## src/rtl/gpr_trace_pkg.sv

```systemverilog
// -----------------------------------------------------------------------------
// gpr_trace_pkg
// Shared constants and types for the GPR trace sequencer:
//   - trace beat kind codes (PC / PSR / GPR)
//   - sequencer FSM state encoding
//   - delta slot layout (one captured writeback per record)
// -----------------------------------------------------------------------------
package gpr_trace_pkg;

  localparam int unsigned NUM_GPR    = 32;
  // PC + PSR + one beat per architectural register.
  localparam int unsigned FULL_BEATS = NUM_GPR + 2;

  localparam logic [1:0] KIND_PC  = 2'd0;
  localparam logic [1:0] KIND_PSR = 2'd1;
  localparam logic [1:0] KIND_GPR = 2'd2;

  localparam logic [4:0] LAST_GPR = 5'(NUM_GPR - 1);

  typedef enum logic [2:0] {
    StIdle,
    StPc,
    StPsr,
    StGpr,
    StDgpr
  } state_e;

  typedef struct packed {
    logic        en;
    logic [4:0]  idx;
    logic [31:0] data;
  } delta_slot_t;

endpackage

```

## src/rtl/gpr_shadow_file.sv

```systemverilog
// -----------------------------------------------------------------------------
// gpr_shadow_file
// Shadow copy of the 32 x 32-bit GPR file plus a snapshot taken at each
// accepted retire. The snapshot is read through a registered port so the
// sequencer can present GPR payloads straight from a flop.
//
// Ports:
//   clk, rst      clock, synchronous active-high reset (clears all storage)
//   wb_en         writeback strobe (index 0 writes are dropped)
//   wb_index      writeback register index
//   wb_data       writeback data
//   snap_en       copy shadow (including same-cycle writeback) into snapshot
//   rd_en         load rd_data from snapshot[rd_idx]
//   rd_idx        snapshot read index
//   rd_data       registered snapshot read data
// -----------------------------------------------------------------------------
module gpr_shadow_file
  import gpr_trace_pkg::*;
(
  input  logic        clk,
  input  logic        rst,
  input  logic        wb_en,
  input  logic [4:0]  wb_index,
  input  logic [31:0] wb_data,
  input  logic        snap_en,
  input  logic        rd_en,
  input  logic [4:0]  rd_idx,
  output logic [31:0] rd_data
);

  logic [31:0] shadow_q [NUM_GPR];
  logic [31:0] shadow_d [NUM_GPR];
  logic [31:0] snap_q   [NUM_GPR];
  logic [31:0] rd_data_q;

  // shadow_d already carries this cycle's writeback, so snapshotting it gives
  // the same-cycle bypass for free.
  always_comb begin
    shadow_d = shadow_q;
    if (wb_en && (wb_index != 5'd0)) begin
      shadow_d[wb_index] = wb_data;
    end
  end

  always_ff @(posedge clk) begin
    if (rst) begin
      for (int i = 0; i < NUM_GPR; i++) begin
        shadow_q[i] <= '0;
        snap_q[i]   <= '0;
      end
      rd_data_q <= '0;
    end else begin
      shadow_q <= shadow_d;
      if (snap_en) begin
        snap_q <= shadow_d;
      end
      if (rd_en) begin
        rd_data_q <= snap_q[rd_idx];
      end
    end
  end

  assign rd_data = rd_data_q;

endmodule

```

## src/rtl/gpr_trace_sequencer.sv

```systemverilog
// -----------------------------------------------------------------------------
// gpr_trace_sequencer
// Turns retire / GPR-writeback strobes into an ordered stream of trace beats
// (PC, PSR, then either all 32 GPRs or the single GPR written by the retiring
// instruction) over a valid/ready handshake.
//
// Ports:
//   clk, rst       clock, synchronous active-high reset
//   retire         instruction retired this cycle
//   retire_pc      PC of the retiring instruction
//   psr            status word sampled with retire
//   wb_gpr_en      GPR writeback valid
//   wb_gpr_index   writeback register index
//   wb_gpr_data    writeback data
//   cfg_full       1 = full dump, 0 = delta; sampled at accept
//   out_valid      beat valid
//   out_ready      sink accepts the beat
//   out_kind       0 = PC, 1 = PSR, 2 = GPR
//   out_idx        register index for GPR beats, 0 otherwise
//   out_data       beat payload
//   out_last       final beat of the record
//   busy           record in progress
//   drop_cnt       saturating count of retires dropped while busy
//
// All outputs are decoded from state flops only; no input reaches an output
// combinationally.
// -----------------------------------------------------------------------------
module gpr_trace_sequencer
  import gpr_trace_pkg::*;
#(
  parameter int unsigned CNT_W = 16
) (
  input  logic             clk,
  input  logic             rst,
  input  logic             retire,
  input  logic [31:0]      retire_pc,
  input  logic [31:0]      psr,
  input  logic             wb_gpr_en,
  input  logic [4:0]       wb_gpr_index,
  input  logic [31:0]      wb_gpr_data,
  input  logic             cfg_full,
  output logic             out_valid,
  input  logic             out_ready,
  output logic [1:0]       out_kind,
  output logic [4:0]       out_idx,
  output logic [31:0]      out_data,
  output logic             out_last,
  output logic             busy,
  output logic [CNT_W-1:0] drop_cnt
);

  state_e            state_q, state_d;
  logic [4:0]        cnt_q, cnt_d;
  logic [31:0]       pc_q;
  logic [31:0]       psr_q;
  logic              full_q;
  delta_slot_t       slot_q;
  logic [CNT_W-1:0]  drop_q, drop_d;

  logic              hs;
  logic              accept;
  logic              rd_en;
  logic [31:0]       gpr_rd_data;

  assign hs = out_valid && out_ready;
  // Idle, or the closing beat of the current record leaves this cycle.
  assign accept = retire && ((state_q == StIdle) || (hs && out_last));

  // Prefetch the next snapshot entry as the current beat leaves, so the GPR
  // payload is already in its flop when the state advances.
  assign rd_en = hs && (((state_q == StPsr) && full_q) ||
                        ((state_q == StGpr) && (cnt_q != LAST_GPR)));

  gpr_shadow_file u_shadow (
    .clk      (clk),
    .rst      (rst),
    .wb_en    (wb_gpr_en),
    .wb_index (wb_gpr_index),
    .wb_data  (wb_gpr_data),
    .snap_en  (accept),
    .rd_en    (rd_en),
    .rd_idx   (cnt_d),
    .rd_data  (gpr_rd_data)
  );

  // ---------------------------------------------------------------------------
  // State register
  // ---------------------------------------------------------------------------
  always_ff @(posedge clk) begin
    if (rst) begin
      state_q <= StIdle;
      cnt_q   <= '0;
      pc_q    <= '0;
      psr_q   <= '0;
      full_q  <= 1'b0;
      slot_q  <= '0;
      drop_q  <= '0;
    end else begin
      state_q <= state_d;
      cnt_q   <= cnt_d;
      drop_q  <= drop_d;
      if (accept) begin
        pc_q     <= retire_pc;
        psr_q    <= psr;
        full_q   <= cfg_full;
        slot_q.en   <= wb_gpr_en && (wb_gpr_index != 5'd0);
        slot_q.idx  <= wb_gpr_index;
        slot_q.data <= wb_gpr_data;
      end
    end
  end

  // ---------------------------------------------------------------------------
  // Next state
  // ---------------------------------------------------------------------------
  always_comb begin
    state_d = state_q;
    cnt_d   = cnt_q;
    unique case (state_q)
      StIdle: ;
      StPc: begin
        if (hs) state_d = StPsr;
      end
      StPsr: begin
        if (hs) begin
          if (full_q) begin
            state_d = StGpr;
            cnt_d   = '0;
          end else if (slot_q.en) begin
            state_d = StDgpr;
          end else begin
            state_d = StIdle;
          end
        end
      end
      StGpr: begin
        if (hs) begin
          if (cnt_q == LAST_GPR) begin
            state_d = StIdle;
          end else begin
            cnt_d = cnt_q + 5'd1;
          end
        end
      end
      StDgpr: begin
        if (hs) state_d = StIdle;
      end
      default: state_d = StIdle;
    endcase
    // Accept only fires from idle or on the closing handshake, so it can
    // override whatever the record-end branch chose.
    if (accept) begin
      state_d = StPc;
    end
  end

  always_comb begin
    drop_d = drop_q;
    if (retire && !accept && (drop_q != {CNT_W{1'b1}})) begin
      drop_d = drop_q + CNT_W'(1);
    end
  end

  // ---------------------------------------------------------------------------
  // Outputs
  // ---------------------------------------------------------------------------
  always_comb begin
    out_kind = KIND_PC;
    out_idx  = '0;
    out_data = '0;
    out_last = 1'b0;
    unique case (state_q)
      StIdle: ;
      StPc: begin
        out_kind = KIND_PC;
        out_data = pc_q;
      end
      StPsr: begin
        out_kind = KIND_PSR;
        out_data = psr_q;
        out_last = !full_q && !slot_q.en;
      end
      StGpr: begin
        out_kind = KIND_GPR;
        out_idx  = cnt_q;
        out_data = gpr_rd_data;
        out_last = (cnt_q == LAST_GPR);
      end
      StDgpr: begin
        out_kind = KIND_GPR;
        out_idx  = slot_q.idx;
        out_data = slot_q.data;
        out_last = 1'b1;
      end
      default: ;
    endcase
  end

  assign out_valid = (state_q != StIdle);
  assign busy      = (state_q != StIdle);
  assign drop_cnt  = drop_q;

endmodule

```

## config.mk

```make
export PLATFORM = sky130hd
export DESIGN_NAME = gpr_trace_sequencer
export DESIGN_NICKNAME = d
export VERILOG_FILES = /design/src/rtl/gpr_trace_pkg.sv /design/src/rtl/gpr_shadow_file.sv /design/src/rtl/gpr_trace_sequencer.sv
export SDC_FILE = /design/constraint.sdc
export NUM_CORES = 2
export LEC_CHECK = 0
export ABC_AREA = 1
export BUFFER_PORTS_ARGS = -buffer_cell sky130_fd_sc_hd__buf_2
export CAP_MARGIN = 20
export CORE_MARGIN = 5
export CORE_UTILIZATION = 62
export DETAILED_ROUTE_END_ITERATION = 8
export PLACE_DENSITY_LB_ADDON = 0.2
export SYNTH_ARGS = -nofsm -noshare
export SYNTH_HDL_FRONTEND = slang
export SYNTH_SLANG_ARGS = --single-unit
export TNS_END_PERCENT = 10
```

## constraint.sdc

```tcl
create_clock -name clk -period 2.8 [get_ports clk]
set_clock_uncertainty 0.15 [all_clocks]
set_input_delay 0.56 -clock clk [delete_from_list [all_inputs] [get_ports clk]]
set_output_delay 0.56 -clock clk [all_outputs]
set_load 0.1 [all_outputs]
```

==> summary.txt <==
Outcome
  – Status: complete, but fails checks
  – Failing checks: setup timing

Die
  – Die area: 146,000 um2
  – Initial Util: about 62%
  – I/O pin count: around 170
  – Row cnt: 136
  – Core ar.: 138,000 um2
  – Width of the die: 382 um
  – Die Span Y: 382 um

Clocking
  – Clock Path Buffers: 3
  – Htree depth: 4
  – CTS tree: built
  – Worst-path clk slew: about 0.07 ns
  – Clk root buf: clkbuf_16
  – Clock sinks: approximately 2,200
  – CTS Buf Count: roughly 210
  – Clk_lat worst skew: approximately 0.85 ns

Route
  – WL/cell: about 23 um
  – DR pass1 iterations: 7
  – WL final: between 200 and 300 mm
  – Drt drc: 0
  – Via count: approximately 80,000
  – First DRT Iteration DRCs: slightly above 9,000
  – Vias per inst: approximately 6.2
  – Antenna viol nets, final: 0

Global route
  – GRT Residual Overflow: 0
  – Vias in the first global route: 76,900
  – Largest net degree at the start of global routing: 137
  – First-pass GRT wire length: 443 mm
  – All-Layer GR Usage: between 30% and 40%
  – Initial antenna violation count: 3

Placed design
  – Place WS: -0.384 ns
  – PortBufs: 164
  – HPWL after DPL: 185 mm
  – Final Wtd Congestion: 0.922

Critical path
  – Critical-path top delay cell: dfxtp_4
  – Worst path max stage delay: 0.38 ns
  – Critical path endpoint category: register
  – Worst-path fanout max: 60
  – Req. time, crit path: about 3.4 ns
  – WS Path Type: register to register
  – Crit-path cells: inv_4 -> nand3_4 -> buf_12 -> buf_4 -> nor2_1 -> nand2_1 -> buf_4 -> nand3_4 -> buf_12 -> buf_4 -> nand3_1 -> nand3_1 -> nand3_1 -> nand3_2 -> nand2_1 -> a21oi_1
  – Arr. time, crit path: around 3.7 ns
  – Worst setup SP type: register
  – CP bufs+invs: 6
  – Crit-path leading delay family: buffers and inverters

Layout
  – Commonest non-fill, non-tap cell in the layout: dfxtp_1
  – Syn-to-layout area delta: 17.4%
  – Most frequent cells in the layout: 2,202 x dfxtp_1, 1,332 x a21oi_1, 1,325 x nor2_1
  – Nets: 11,000
  – Share of cells above drive strength 1: 11.4%

Timing
  – Slew HR: a little under a third
  – Minimum clock period after layout: 3.08 ns
  – Fin crit share: 110%
  – Final hold viol count: 0
  – Measured slew at the worst slew-check pin: 1.02 ns
  – Sum of negative setup slack: -8.94 ns
  – Fmax: 0.325 GHz
  – Setup violations, final: between 60 and 70
  – RSZ-0062 raised after global routing: yes
  – Max Slew Vio Count: 0
  – Setup ws final: -0.278 ns

Logic synthesis
  – Post-synth cell types: 39
  – Yosys warnings: 0
  – Prevailing post-synth register cell: dfxtp_1
  – Post-synth EDFFs: 0
  – Async S/R FF share, synth: 0%
  – Fraction of the yosys area taken by sequential cells: 51.4%
  – Mapped cell area: roughly 86,000 um2
  – Syn Inst Count: 10,900
  – Register bit total from synthesis: 2,207
  – Syn_area_per_cell: between 7 and 8 um2
  – Syn nets: ~11,000

Power and ir drop
  – Leakage: between 40 and 50 nW
  – Cell Pwr Density: 704 nW/um2
  – Worst IR Drop VDD: ~0.0007 V

Run
  – Max Cap Violations: 0

Min path
  – Worst min path class: input port to register
final cells by class:
cell class,count,area (um2)
Timing Repair Buffer,724,8330
Inverter,927,3520
Antenna cell,2,5.00
Sequential cell,2207,44200
Clock buffer,326,6460
Fill cell,10200,36700
Tap cell,1794,2240
Multi-Input combinational cell,6784,35100
Clock inverter,71,1110
per-layer routing:
metal | global-route usage [%] | part of all wire (%) | vias to the layer above
met1 | 45.8 | 36 | 37900
li1 | - | - | 36200
met2 | 61.6 | 46 | 4369
met5 | 0 | 0 | -
met3 | 5.53 | 8.6 | 1237
met4 | 30.9 | 9.5 | 0
worst register-to-register path, stage by stage, from the launching register on:
cell and delay [ns]:
dfxtp_4 0.38, inv_4 0.09, nand3_4 0.11, buf_12 0.16
buf_4 0.16, nor2_1 0.12, nand2_1 0.10, buf_4 0.16
nand3_4 0.18, buf_12 0.35, buf_4 0.32, nand3_1 0.14
nand3_1 0.09, nand3_1 0.11, nand3_2 0.18, nand2_1 0.08
a21oi_1 0.13
sequential cells by signal, indices dropped and copies added, names as in the netlist:
register,count
u_shadow.shadow_q,1024
u_shadow.snap_q,1024
slot_q,38
pc_q,32
psr_q,32
u_shadow.rd_data,32
drop_cnt,16
cnt_q,5
state_q,3
full_q,1
Yosys cell counts, types with 25 or more instances:
library cell	number	area share, %
o21ai_0	657	3.8
nand4_1	36	0.26
a31oi_1	64	0.47
inv_1	910	4.0
mux2i_1	160	1.9
nor2_1	1335	5.8
nor3_1	151	0.88
a21oi_1	1332	7.8
o22a_1	379	3.9
nand3_1	1282	7.5
nor3_2	37	0.43
clkbuf_1	646	2.8
dfxtp_1	2207	51
nand2_1	1119	4.9
a211oi_2	55	0.80
buf_1	83	0.36
a211oi_1	105	0.92
buf_2	214	1.2
nand3b_1	25	0.22
logic make-up after synthesis:
group / after synthesis / share of synthesized area, %
compound gates: 2606 / 17.7
xor+xnor: 1 / 0.0102
fa+ha+maj: 2 / 0.0291
buf+inv: 1899 / 8.75
flops: 2207 / 51.4
mux: 160 / 1.86
simple gates: 4015 / 20.3
report_power, final:
part	switching, mW	leakage [nW]	internal, mW	total [mW]
Sequential	0.700	18.0	33.0	33.7
Combinational	4.42	22.3	2.14	6.55
Clock	12.4	3.73	18.4	30.8
stage by stage:
stage	cell area (um2)	util [%]	power (mW)	instances	hold slack [ns]
2_1_floorplan	86000	-	38.2	10900	0.250
3_3_place_gp	91200	66.3	40.3	12300	0.257
3_5_place_dp	91200	66.3	40.5	12300	0.260
4_1_cts	100000	72.8	70.9	12800	0.00204
5_1_grt	101000	73.3	73.1	12800	0.0269
6_report	101000	73.3	71.0	12800	0.0383
path summary, 6_finish.rpt:
path / depth (start not counted) / startpoint / slack (ns) / to
worst max-delay path: 16 / state_q[2]$_SDFFE_PP0P_ / -0.28 / u_shadow.rd_data[4]$_SDFFE_PP0P_
worst min-delay path: 3 / wb_gpr_data[6] / 0.04 / u_shadow.shadow_q[230]$_SDFF_PP0_
worst max register to register: 16 / state_q[2]$_SDFFE_PP0P_ / -0.28 / u_shadow.rd_data[4]$_SDFFE_PP0P_
worst min register to register: 2 / u_shadow.shadow_q[994]$_SDFF_PP0_ / 0.27 / u_shadow.shadow_q[994]$_SDFF_PP0_
timing repair:
action	in CTS	in global routing
setup buffers	9	12
cloned	6	8
hold buffers	79	0
endpoints found under the hold margin	148	0
setup endpoints to repair	72	74
gates resized for setup	110	104
pin swaps	34	41
Note: power is estimated with default switching activity, not from simulation.
